### src/rtl/y_muldiv_if.sv
// Start/busy/done handshake and operand/result bus for y_muldiv.
// The master side is the EX-stage control; the slave side is the unit.
interface y_muldiv_if #(
    parameter int WIDTH = 32
);
    logic             start;
    logic [2:0]       op;
    logic [WIDTH-1:0] a;
    logic [WIDTH-1:0] b;
    logic             busy;
    logic             done;
    logic [WIDTH-1:0] z;
    logic             ex;
    logic             dz;

    modport master (
        output start, op, a, b,
        input  busy, done, z, ex, dz
    );

    modport slave (
        input  start, op, a, b,
        output busy, done, z, ex, dz
    );
endinterface

### src/rtl/y_muldiv.sv
// Multi-cycle M-extension unit: shift-add multiplier, restoring divider.
// Works on magnitudes; the sign is applied in the two-cycle FIX state.
module y_muldiv #(
    parameter int WIDTH = 32,
    parameter int CNT_W = 6
) (
    input  logic      clk,
    input  logic      rst,
    y_muldiv_if.slave bus
);
    localparam int W = WIDTH;

    typedef enum logic [1:0] {
        IDLE = 2'd0,
        RUN  = 2'd1,
        FIX  = 2'd2
    } state_t;

    state_t state_q, state_d;
    logic   ph_q, ph_d;

    logic [2:0]       op_q;
    logic [W-1:0]     ma_q;
    logic [W-1:0]     mb_q;
    logic [2*W-1:0]   acc_q;
    logic [W:0]       rem_q;
    logic [CNT_W-1:0] cnt_q;
    logic [W-1:0]     res_q;
    logic [W-1:0]     z_q;
    logic             neg_q;
    logic             byz_q;
    logic             done_q;
    logic             ex_q;
    logic             dz_q;

    logic             accept;
    logic             sa, sb;
    logic             a_neg, b_neg;
    logic             byz_in, sign_in;
    logic [W-1:0]     mag_a, mag_b;

    logic [CNT_W-1:0] cnt_d;
    logic [W:0]       mul_sum;
    logic [2*W-1:0]   mul_nxt;
    logic [W:0]       div_sh, div_try, rem_nxt;
    logic [2*W-1:0]   div_nxt;
    logic [2*W-1:0]   prod_c;
    logic [W-1:0]     quo_c, rem_c, fix_res;
    logic             is_lo, is_hi, is_quo, is_rem;

    assign accept = bus.start && (state_q == IDLE);

    always_comb begin
        sa = 1'b0;
        sb = 1'b0;
        unique case (bus.op)
            3'b000, 3'b001, 3'b100, 3'b110: begin
                sa = 1'b1;
                sb = 1'b1;
            end
            3'b010:  sa = 1'b1;
            default: ;
        endcase
        a_neg   = sa & bus.a[W-1];
        b_neg   = sb & bus.b[W-1];
        mag_a   = a_neg ? -bus.a : bus.a;
        mag_b   = b_neg ? -bus.b : bus.b;
        byz_in  = bus.op[2] & (bus.b == '0);
        // Remainder follows the dividend; everything else is xor.
        sign_in = (bus.op[2] & bus.op[1]) ? a_neg : (a_neg ^ b_neg);
    end

    always_ff @(posedge clk or posedge rst) begin
        if (rst) begin
            state_q <= IDLE;
            ph_q    <= 1'b0;
        end else begin
            state_q <= state_d;
            ph_q    <= ph_d;
        end
    end

    always_comb begin
        state_d = state_q;
        ph_d    = 1'b0;
        unique case (state_q)
            IDLE: if (accept) state_d = byz_in ? FIX : RUN;
            RUN:  if (cnt_d == '0) state_d = FIX;
            FIX: begin
                if (ph_q) state_d = IDLE;
                else      ph_d    = 1'b1;
            end
            default: state_d = IDLE;
        endcase
    end

    always_comb begin
        cnt_d   = cnt_q - CNT_W'(1);
        mul_sum = {1'b0, acc_q[2*W-1:W]}
                + (acc_q[0] ? {1'b0, ma_q} : '0);
        mul_nxt = {mul_sum, acc_q[W-1:1]};
        div_sh  = {rem_q[W-1:0], acc_q[W-1]};
        div_try = div_sh - {1'b0, mb_q};
        rem_nxt = div_try[W] ? div_sh : div_try;
        div_nxt = {acc_q[2*W-1:W], acc_q[W-2:0], ~div_try[W]};
        prod_c  = neg_q ? -acc_q : acc_q;
        quo_c   = neg_q ? -acc_q[W-1:0] : acc_q[W-1:0];
        rem_c   = neg_q ? -rem_q[W-1:0] : rem_q[W-1:0];
        is_lo   = (op_q == 3'b000);
        is_hi   = !op_q[2] && (op_q[1:0] != 2'b00);
        is_quo  = op_q[2] && !op_q[1];
        is_rem  = op_q[2] && op_q[1];
        fix_res = '0;
        unique case (1'b1)
            is_lo:   fix_res = prod_c[W-1:0];
            is_hi:   fix_res = prod_c[2*W-1:W];
            is_quo:  fix_res = quo_c;
            is_rem:  fix_res = rem_c;
            default: fix_res = '0;
        endcase
    end

    assign bus.busy = (state_q != IDLE);
    assign bus.done = done_q;
    assign bus.z    = z_q;
    assign bus.ex   = ex_q;
    assign bus.dz   = dz_q;

    always_ff @(posedge clk or posedge rst) begin
        if (rst) begin
            op_q   <= '0;
            ma_q   <= '0;
            mb_q   <= '0;
            acc_q  <= '0;
            rem_q  <= '0;
            cnt_q  <= '0;
            res_q  <= '0;
            z_q    <= '0;
            neg_q  <= 1'b0;
            byz_q  <= 1'b0;
            done_q <= 1'b0;
            ex_q   <= 1'b0;
            dz_q   <= 1'b0;
        end else begin
            done_q <= 1'b0;
            unique case (state_q)
                IDLE: if (accept) begin
                    op_q  <= bus.op;
                    ma_q  <= mag_a;
                    mb_q  <= mag_b;
                    cnt_q <= CNT_W'(W);
                    rem_q <= '0;
                    byz_q <= byz_in;
                    neg_q <= sign_in & ~byz_in;
                    // Multiplier or dividend sits in the low half.
                    acc_q <= {{W{1'b0}}, (bus.op[2] ? mag_a : mag_b)};
                    if (byz_in) res_q <= bus.op[1] ? bus.a : '1;
                end
                RUN: begin
                    cnt_q <= cnt_d;
                    if (op_q[2]) begin
                        acc_q <= div_nxt;
                        rem_q <= rem_nxt;
                    end else begin
                        acc_q <= mul_nxt;
                    end
                end
                FIX: begin
                    if (!ph_q && !byz_q) res_q <= fix_res;
                    if (ph_q) begin
                        z_q    <= res_q;
                        ex_q   <= (res_q == '0);
                        dz_q   <= byz_q;
                        done_q <= 1'b1;
                    end
                end
                default: ;
            endcase
        end
    end
endmodule

### src/flat_wrapper.sv
// flat-port wrapper written by rule: the top's interface ports become plain ports
module y_muldiv_flat 
#(
    parameter int WIDTH = 32,
    parameter int CNT_W = 6
)
  (clk, rst, bus_start, bus_op, bus_a, bus_b, bus_busy, bus_done, bus_z, bus_ex, bus_dz);
  y_muldiv_if #(.WIDTH(WIDTH)) bus_i ();
  input  logic clk;
  input  logic rst;
  input wire logic [$bits(bus_i.start)-1:0] bus_start;
  input wire logic [$bits(bus_i.op)-1:0] bus_op;
  input wire logic [$bits(bus_i.a)-1:0] bus_a;
  input wire logic [$bits(bus_i.b)-1:0] bus_b;
  output wire logic [$bits(bus_i.busy)-1:0] bus_busy;
  output wire logic [$bits(bus_i.done)-1:0] bus_done;
  output wire logic [$bits(bus_i.z)-1:0] bus_z;
  output wire logic [$bits(bus_i.ex)-1:0] bus_ex;
  output wire logic [$bits(bus_i.dz)-1:0] bus_dz;
  assign bus_i.start = bus_start;
  assign bus_i.op = bus_op;
  assign bus_i.a = bus_a;
  assign bus_i.b = bus_b;
  assign bus_busy = bus_i.busy;
  assign bus_done = bus_i.done;
  assign bus_z = bus_i.z;
  assign bus_ex = bus_i.ex;
  assign bus_dz = bus_i.dz;
  y_muldiv #(.WIDTH(WIDTH), .CNT_W(CNT_W)) u_core (.clk(clk), .rst(rst), .bus(bus_i));
endmodule
### config.mk
export PLATFORM = sky130hd
export DESIGN_NAME = y_muldiv_flat
export DESIGN_NICKNAME = d
export VERILOG_FILES = /design/src/rtl/y_muldiv_if.sv /design/src/rtl/y_muldiv.sv /design/src/flat_wrapper.sv
export SDC_FILE = /design/constraint.sdc
export NUM_CORES = 1
export LEC_CHECK = 0
export BUFFER_PORTS_ARGS = -buffer_cell sky130_fd_sc_hd__clkbuf_2
export CAP_MARGIN = 5
export CORE_ASPECT_RATIO = 0.9
export CORE_MARGIN = 4
export CORE_UTILIZATION = 33
export CTS_BUF_LIST = sky130_fd_sc_hd__clkbuf_4
export DETAILED_ROUTE_END_ITERATION = 10
export GPL_TIMING_DRIVEN = 0
export PLACE_DENSITY = 0.59
export SKIP_CTS_REPAIR_TIMING = 1
export SYNTH_ARGS = -nofsm -noshare
export SYNTH_HDL_FRONTEND = slang
export SYNTH_SLANG_ARGS = --single-unit
### constraint.sdc
create_clock -name clk -period 9.8 [get_ports clk]
set_input_delay 0.98 -clock clk [delete_from_list [all_inputs] [get_ports clk]]
set_output_delay 0.98 -clock clk [all_outputs]
set_load 0.03 [all_outputs]
* After elaboration in Yosys (flattened, before gate mapping)
Index checks and enable logic that the tools add are counted.
** Operators by class
- Add/sub/neg operators :: 8
- Eq/ne operators :: 13
- Muxes and demuxes :: 34
- Bitwise operators :: 8
- Reduce and logical (&&, ||, !) cells :: 28
** Operators by type and width (number)
- 32-bit 2-to-1 mux :: 13
- 64-bit 2-to-1 mux :: 3
- 32-bit negator :: 4
- 32-bit case mux with 2 select lines :: 2
- 32-bit case mux with 4 select lines :: 1
- 64-bit case mux with 2 select lines :: 1
- 32-bit zero test :: 2
- 64-bit negator :: 1
- 32-bit by 33-bit adder with 33-bit output :: 1
- 33-bit by 32-bit subtractor with 33-bit output :: 1
- 2-bit by 1-bit inequality test with 1-bit output, second input constant :: 6
- 6-bit case mux with 2 select lines :: 1
- 3-bit AND reduction :: 3
- 2-bit 2-to-1 mux :: 4
- 2-bit nonzero test :: 4
- 1-bit 2-to-1 mux :: 7
- 3-bit == test, second input constant :: 2
- 3-bit zero test :: 2
- 6-bit zero test :: 1
- 6-bit 2-to-1 mux :: 1
- 2-bit case mux with 3 select lines :: 1
- 2-bit AND reduction :: 3
- 6-bit by 1-bit subtractor with 6-bit output, second input constant :: 1
- 1-bit bitwise AND :: 5
- other kinds (13) :: 21
** Storage, ports and cells
- Flip-flop bits (word level) :: 241
- Bits of input ports :: 70
- Word-level logic and storage cells :: 107

* Depth between registers and ports, before layout
Gate-level depths: netlist (run 1).
- Depth in word-level cells :: 8
- Mapped depth :: 15
- Gate-level depth less buffers :: 13

* Least setup slack after synthesis (run 1)
Ideal clock, no wire load.
- Path kind :: input to register
- Start point :: in bus_b[0]
- End point :: reg u_core.res_q[10]
- Arrival :: 3524 ps
- Required time :: 9717 ps
- Path slack :: 6193 ps
- Cell stages on the path :: 12
- Path through :: inv_1 -> ha_1 -> or3b_2 -> or4_1 -> nor3_1 -> nand2_1 -> nor2_1 -> nor2_1 -> a21oi_1 -> clkbuf_1 -> o21ai_0 -> o21ai_0
** Between the ends
- Longest elaborated chain between the ends :: 4
** RTL lines
- from (decl) :: RTL line flat_wrapper.sv:14 : input wire logic [$bits(bus_i.b)-1:0] bus_b;
- 32-bit zero test :: RTL line y_muldiv.sv:68 : byz_in = bus.op[2] & (bus.b == '0);
- 1-bit bitwise AND :: RTL line y_muldiv.sv:68
- 2-bit by 1-bit inequality test with 1-bit output (no source line)
- 4-bit AND reduction (no source line)
- to (signal assigned) :: RTL line y_muldiv.sv:157 : if (byz_in) res_q <= bus.op[1] ? bus.a : '1;
- to (signal assigned) :: RTL line y_muldiv.sv:169 : if (!ph_q && !byz_q) res_q <= fix_res;
- to (decl) :: RTL line y_muldiv.sv:28 : logic [W-1:0] res_q;
No other way between the ends.
A chain may end at the register's enable or synchronous reset.

* Worst setup path after layout (run 1)
- Start point :: reg u_core.acc_q[0]
- End point :: reg u_core.acc_q[62]
** Between the ends
- Longest elaborated chain between the ends :: 4
** RTL lines
- from (decl) :: RTL line y_muldiv.sv:25 : logic [2*W-1:0] acc_q;
- from (signal assigned) :: RTL line y_muldiv.sv:156 : acc_q <= {{W{1'b0}}, (bus.op[2] ? mag_a : mag_b)};
- from (signal assigned) :: RTL line y_muldiv.sv:162 : acc_q <= div_nxt;
- from (signal assigned) :: RTL line y_muldiv.sv:165 : acc_q <= mul_nxt;
- 32-bit 2-to-1 mux :: RTL line y_muldiv.sv:100 : + (acc_q[0] ? {1'b0, ma_q} : '0);
- 32-bit by 33-bit adder with 33-bit output :: RTL line y_muldiv.sv:100
- 64-bit 2-to-1 mux :: RTL line y_muldiv.sv:161 : if (op_q[2]) begin
- 64-bit case mux with 2 select lines :: RTL line y_muldiv.sv:146 : unique case (state_q)
No other way between the ends. The select of a mux whose other input is x is not followed.

==> flow_summary.yaml, run 1 <==
status:
  status: "finished, final reports clean"
pwr:
  irDropWorstVdd_mv: 0.1264
  power.switching_w: 0.003949
  swShare_pct: 51.63
  power.internal_w: 0.003700
  seqPwrFrac_pct: 26.6
  power.total_w: 0.007649
  p_per_area_nw_per_um2: 378.9
  combPwrFrac_pct: 59.8
  leakage_nw: 8.582
  clock_power_share_pct: 13.6
clock_network:
  cts.sinks: 241
  clockBufferDepth: 3
  clkTransAtPathRegs_ps: 70
  cts_tree: "built"
  clk-insertion-delay-late_ps: 840
  cts_root_buf: "clkbuf_4"
  cts_buffers: 71
  htree_levels: 3
drt:
  ant_nets: 0
  drtIter0Drc: 1695
  routed_via_density: 5.768
  vias: 17670
  drc_errors: 0
  routedWlPerCell_um: 22.63
  drt-pass1-iter-count: 8
  wirelength_um: 69310
setup_path:
  crit_fanout: 10
  crit_end: "u_core.acc_q[62]"
  ff2ff_path_depth: 14
  critPathCaptureType: "register"
  worstPathArrival_ps: 5540
  crit_start: "u_core.acc_q[0]"
  cp.required_ps: 10510
  regToRegSetupSlack_ps: 4970
  r2r_end: "u_core.acc_q[62]"
  start_kind: "register"
  rr_startpoint: "u_core.acc_q[0]"
  worstSetupPathType: "register to register"
finish:
  drive_gt1_share_pct: 11.65
  finish.utilization_pct: 37.98
  nets: 2456
  final_common_cell: "nand2_1"
  seqCellArea_sq_um: 6031
  multi_input_area_sq_um: 11010
  syn2layout_area_growth_pct: 13.42
  fillers: 5545
  final_cell_mix: "nand2_1, dfrtp_1, o21ai_0, a21oi_1, nor2_1"
sta:
  slew_violations: 0
  finalClockSkew_ps: 47.58
  rsz0062_at_grt: "no"
  tightest_slew_ps: 1297
  setup_viol: 0
  slew_headroom_pct: 11.32
  period_needed_ps: 4826
  fin_crit_sh_pct: 49.25
  hold_viol: 0
  max_freq_ghz: 0.2072
worst_hold_path:
  hold_path.class: "input pin to asynchronous set/reset pin"
floorplanning:
  die_h_um: 228.3
  row_count: 80
  die_w_um: 252.8
  ios: 106
  coreArea_sq_um: 53150
  initial_core_util_pct: 33.49
  die_area_sq_um: 57720
place:
  place_congestion: 0.9900
  dpl.hpwl_um: 54930
  numPortBuffers: 104
flow_run:
  drv_cap: 0
global_routing:
  grt_pass1_wl_um: 104700
  antenna_found_initial: 3
  overflow: 0
  track_usage_pct: 23.60
  grt_pass1_vias: 17100
  grt_max_degree: 116
logic_synthesis:
  post_synth_instance_area_sq_um: 17800
  synth_cell_types: 76
  seq_area_frac_synth_pct: 33.88
  syn_nets: 2277
  yosysWarningCount: 0
  synth_async_sr_flop_share_pct: 100.0
  synth_edf_count: 0
  syn_inst: 2135
  yosys_most_used_dff: "dfrtp_1"
  ys_ff_latch: 241
  avgSynthCellArea_sq_um: 8.336
area by class of cell:
| class | count | area share [%] |
|---|---|---|
| multi-input cells | 1696 | 54.53 |
| flip-flops and latches | 241 | 29.87 |
| well taps | 697 | 4.320 |
| clock buffers | 103 | 3.830 |
| repair buffers | 106 | 2.851 |
| plain buffers | 124 | 2.386 |
| inverters | 74 | 1.413 |
| clock inverters | 17 | 0.7314 |
| diodes | 5 | 0.06198 |
stage by stage:
stage                     hold WS, ps  cell area, sq um  instances  setup slack [ps]  TNS [ps]
after floorplan                 441.8             17800       2135              2204         0
after global placement          454.8             19190       2936            -832.0   -190520
after detailed placement        463.7             19250       2938              4745         0
after CTS                       90.01             20170       3058              4877         0
after global routing            118.2             20180       3061              4572         0
final                           125.0             20190       3063              4974         0
layer usage:
layer / part of all wire (%) / wire length [um] / GRT usage, % / vias to the layer above
li1: - / - / - / 8108
met4: 3.8 / 2614 / 8.721 / 4
met2: 43 / 30070 / 36.11 / 822
met3: 9.3 / 6461 / 5.507 / 166
met1: 43 / 30130 / 32.58 / 8566
met5: 0.049 / 34 / 0 / -
Yosys cell counts, types with 6 or more instances:
| library cell | n | area [sq um] |
|---|---|---|
| o41ai_1 | 16 | 140.1 |
| nand2_1 | 258 | 968.4 |
| nand4_1 | 14 | 87.58 |
| nor3b_1 | 6 | 45.04 |
| nor2_1 | 112 | 420.4 |
| mux2i_1 | 69 | 690.7 |
| nor4_1 | 26 | 162.7 |
| nor2b_1 | 9 | 56.30 |
| and3_1 | 9 | 56.30 |
| nor3_1 | 65 | 325.3 |
| a221oi_1 | 6 | 52.55 |
| clkbuf_1 | 108 | 405.4 |
| a31oi_1 | 20 | 125.1 |
| mux2_2 | 36 | 405.4 |
| inv_1 | 73 | 274.0 |
| a311oi_1 | 7 | 61.31 |
| or4_1 | 21 | 157.7 |
| o31ai_1 | 42 | 315.3 |
| o21bai_1 | 9 | 67.56 |
| a21o_1 | 23 | 172.7 |
| a211oi_1 | 29 | 217.7 |
| a21oi_1 | 137 | 685.7 |
| or3_1 | 27 | 168.9 |
| o31a_1 | 7 | 61.31 |
| o21a_1 | 8 | 60.06 |
| o211ai_1 | 10 | 75.07 |
| o22ai_1 | 6 | 37.54 |
| o21ai_0 | 233 | 1166 |
| o221ai_1 | 25 | 219.0 |
| nand2b_1 | 28 | 175.2 |
| xnor2_1 | 86 | 753.2 |
| dfrtp_1 | 241 | 6031 |
| nand3_1 | 45 | 225.2 |
| ha_1 | 70 | 875.8 |
| xor2_1 | 107 | 937.2 |
| buf_1 | 13 | 48.80 |
| and2_1 | 57 | 356.6 |
sequential cells by signal, indices dropped and copies added, names as in the netlist:
register and count:
u_core.neg_q 1, u_core.bus.dz 1, u_core.bus.z 32, u_core.state_q 2
u_core.ma_q 32, u_core.cnt_q 6, u_core.acc_q 64, u_core.res_q 32
u_core.bus.done 1, u_core.rem_q 32, u_core.byz_q 1, u_core.mb_q 32
u_core.bus.ex 1, u_core.op_q 3, u_core.ph_q 1
worst max-delay path: stages, from the launching register on:
cell and delay [ps]:
dfrtp_1 320, clkbuf_1 450, clkbuf_1 390, nand2_1 170
inv_1 80, ha_1 230, a211oi_1 240, nor2_1 120
o31a_1 310, a2111oi_0 950, o21ai_0 440, a31oi_1 450
o21ai_0 190, xor2_1 170, a22o_1 190
kinds of logic after synthesis:
group / share of synthesized area [%]
AOI/OAI and AO/OA: 21.72
adders and majority gates: 5.146
DFF: 33.88
buffers and inverters: 4.267
and+or+nand+nor: 19.33
xor gates and xnor gates: 9.497
muxes: 6.158
power groups by stage:
| stage | Sequential (W) | Clock, W | Combinational (W) |
|---|---|---|---|
| after floorplan | 0.00191 | 0 | 0.00318 |
| after global routing | 0.00208 | 0.00112 | 0.00501 |
| after detailed placement | 0.00202 | 0 | 0.00448 |
| after CTS | 0.00201 | 0.00107 | 0.00450 |
| after global placement | 0.00201 | 0 | 0.00442 |
| final | 0.00203 | 0.00104 | 0.00457 |
worst min-delay path by stage:
stage	start	endpoint	slack, ps	cells past startpoint
2_1_floorplan	u_core.ma_q[0]	u_core.ma_q[0]	440	2
3_3_place_gp	u_core.ma_q[0]	u_core.ma_q[0]	450	2
3_5_place_dp	u_core.ma_q[3]	u_core.ma_q[3]	460	2
4_1_cts	rst	u_core.acc_q[38]	90	2
5_1_grt	rst	u_core.bus.z[1]	120	2
6_report	rst	u_core.acc_q[39]	130	2
No activity file was read; power rests on OpenSTA's default activity.
==> run 2, diff against run 1 <==
--- a/config.mk
+++ b/config.mk
@@ -5,6 +5,7 @@
 export SDC_FILE = /design/constraint.sdc
 export NUM_CORES = 1
 export LEC_CHECK = 0
+export ABC_AREA = 1
 export BUFFER_PORTS_ARGS = -buffer_cell sky130_fd_sc_hd__clkbuf_2
 export CAP_MARGIN = 5
 export CORE_ASPECT_RATIO = 0.9
==> constraint.sdc (replaced) <==
create_clock -name clk -period 4.65 [get_ports clk]
set_input_delay 0.465 -clock clk [delete_from_list [all_inputs] [get_ports clk]]
set_output_delay 0.465 -clock clk [all_outputs]
set_load 0.03 [all_outputs]
==> flow_summary.yaml, run 2 <==
floorplanning:
  initial_core_util_pct: 33.32
  die_h_um: 243.7
  coreArea_sq_um: 61120
  die_w_um: 269.9
  ios: 106
  die_area_sq_um: 65760
  row_count: 86
logic_synthesis:
  synth.most_common_cell: "nand2_1"
  synth_area_leader_cell: "dfrtp_1"
  avgSynthCellArea_sq_um: 6.232
  syn_nets: 3410
  yosys_most_used_dff: "dfrtp_1"
  seq_area_frac_synth_pct: 29.61
  synth_cell_types: 51
  yosysWarningCount: 0
  yosys-top-cells-count: "nand2_1, inv_1, nor2_1, nand3_1, dfrtp_1"
  post_synth_instance_area_sq_um: 20370
  synth_async_sr_flop_share_pct: 100.0
  synth_edf_count: 0
  ys_ff_latch: 241
  syn_inst: 3268
  synth.area.top_cells: "dfrtp_1, nand2_1, nand3_1"
  netlist.area_leader.share_pct: 29.61
setup_path:
  critPathCaptureType: "register"
  worstPathArrival_ps: 4130
  cp.required_ps: 5370
  cp_top_family: "simple AND/OR/NAND/NOR gates"
  crit_fanout: 10
  critical_path.max_stage_delay_ps: 620
  worstSetupPathType: "register to register"
  path_buf_inv: 3
  path_cells: "inv_1, nor2_2, inv_2, nor2_1, nand2_1, nand2_1, nand2_2, buf_2, a21oi_1, nand2_1, nand2_1"
  critPathSlowestCell: "nor2_1"
  path_common_cell: "nand2_1"
  start_kind: "register"
sta:
  hold_viol: 0
  fin_crit_sh_pct: 73.28
  period_needed_ps: 3408
  rsz0062_at_grt: "no"
  setup_tns_ps: 0
  finalClockSkew_ps: 90.76
  slew_headroom_pct: 13.55
  tightest_slew_ps: 1292
  max_freq_ghz: 0.2935
  setup_viol: 0
  slew_violations: 0
drt:
  routedWlPerCell_um: 21.39
  routed_via_density: 5.375
  drtIter0Drc: 2747
  vias: 23250
  wirelength_um: 92510
  ant_nets: 0
  drt-pass1-iter-count: 8
  drc_errors: 0
global_routing:
  grt_max_degree: 39
  grt_pass1_wl_um: 135200
  antenna_found_initial: 6
  overflow: 0
  grt_pass1_vias: 21130
  track_usage_pct: 27.22
pwr:
  p_per_area_nw_per_um2: 742.7
  seqPwrFrac_pct: 23.5
  power.switching_w: 0.009816
  swShare_pct: 56.89
  combPwrFrac_pct: 64.3
  leakage_nw: 11.78
  irDropWorstVdd_mv: 0.3123
  clock_power_share_pct: 12.2
  power.total_w: 0.01725
  power.internal_w: 0.007437
place:
  dpl.hpwl_um: 77160
  place_congestion: 1.030
  numPortBuffers: 104
clock_network:
  cts_buffers: 71
  cts_root_buf: "clkbuf_4"
  cts.sinks: 241
  cts_tree: "built"
  htree_levels: 3
  clockBufferDepth: 3
  clkTransAtPathRegs_ps: 70
  clk-insertion-delay-late_ps: 860
finish:
  seqCellArea_sq_um: 6031
  syn2layout_area_growth_pct: 14.06
  largest_register_ff_count: 64
  fillers: 6843
  multi_input_area_sq_um: 12390
  nets: 3624
  final_cell_mix: "nand2_1, inv_1, nor2_1, nand3_1, dfrtp_1"
  largest_register: "u_core.acc_q"
  finish.utilization_pct: 38.01
  drive_gt1_share_pct: 9.269
  final_common_cell: "nand2_1"
flow_run:
  drv_cap: 0
status:
  status: "finished, final reports clean"
worst_hold_path:
  hold_path.class: "input pin to register"
## run 2: cell count changes after synthesis, moves of 49 or more
cell,change
nor2_1,+255
xnor2_1,-70
mux2i_1,-69
o21ai_0,-49
clkbuf_1,-51
nand2_1,+765
nand3_1,+265
and2_1,-55
xor2_1,-58
inv_1,+296
## run 2: kinds of logic (layout without fill, tap and decap cells)
logic type               after synthesis  count (layout)  synth area share [%]
other                                  0               5                     0
AO/OA/AOI/OAI                        519             519                 14.66
AND/OR/NAND/NOR                     1881            1881                 38.90
flip-flops                           241             241                 29.61
adder cells (fa/ha/maj)               72              72                 4.497
XOR/XNOR                              65              65                 2.795
buffers and inverters                490             750                 9.541
## run 2: worst paths after layout
| path | start | endpoint | slack, ps | cells past startpoint |
|---|---|---|---|---|
| worst min register to register | u_core.bus.z[5] | u_core.bus.z[5] | 480 | 2 |
| min in group asynchronous | rst | u_core.bus.z[29] | 370 | 3 |
| worst max-delay path | u_core.state_q[1] | u_core.res_q[14] | 1240 | 11 |
| worst min-delay path | bus_b[22] | u_core.mb_q[22] | 20 | 3 |
| worst max register to register | u_core.state_q[1] | u_core.res_q[14] | 1240 | 11 |
| max in group asynchronous | rst | u_core.ma_q[30] | 3090 | 6 |
## run 2: area by class of cell
class | count | share of cell area (%)
Antenna cell | 5 | 0.05386
Buffer | 104 | 2.128
Clock buffer | 101 | 3.264
Clock inverter | 18 | 0.6302
Inverter | 386 | 6.253
Multi-Input combinational cell | 2537 | 53.35
Sequential cell | 241 | 25.96
Tap cell | 792 | 4.266
Timing Repair Buffer | 141 | 4.094
## run 2: through the flow
| step | instances | hold WS [ps] | cell area [sq um] | setup WS, ps |
|---|---|---|---|---|
| after floorplan | 3268 | 426.4 | 20370 | 1023 |
| final | 4325 | 19.61 | 23230 | 1242 |
| after global placement | 4164 | 463.7 | 21880 | -708.7 |
| after detailed placement | 4170 | 465.4 | 22000 | 1342 |
| after global routing | 4322 | 2.759 | 23220 | 817.8 |
| after CTS | 4289 | -227.9 | 22910 | 1261 |
## run 2: power by group through the flow
stage               Sequential [W]  Combinational [W]  Clock (W)
finish                     0.00406             0.0111    0.00210
global route               0.00414             0.0122    0.00226
CTS                        0.00401             0.0108    0.00215
detailed placement         0.00404             0.0107          0
global placement           0.00404             0.0107          0
floorplan                  0.00370            0.00736          0
## run 2: routing by layer
metal	GRT usage, %	vias up	share of wire (%)	wire length (um)
met4	9.241	0	3.3	3084
met2	37.25	1199	39	35980
li1	-	11200	-	-
met1	39.08	10700	45	41710
met5	0	-	0	0
met3	10.07	150	13	11730
## run 2: worst register-to-register path: cells and delay by family (launching register included)
kind | cells | cell delay, ps
compound gates | 1 | 510
flops | 1 | 420
simple gates | 7 | 1800
buf+inv | 3 | 560
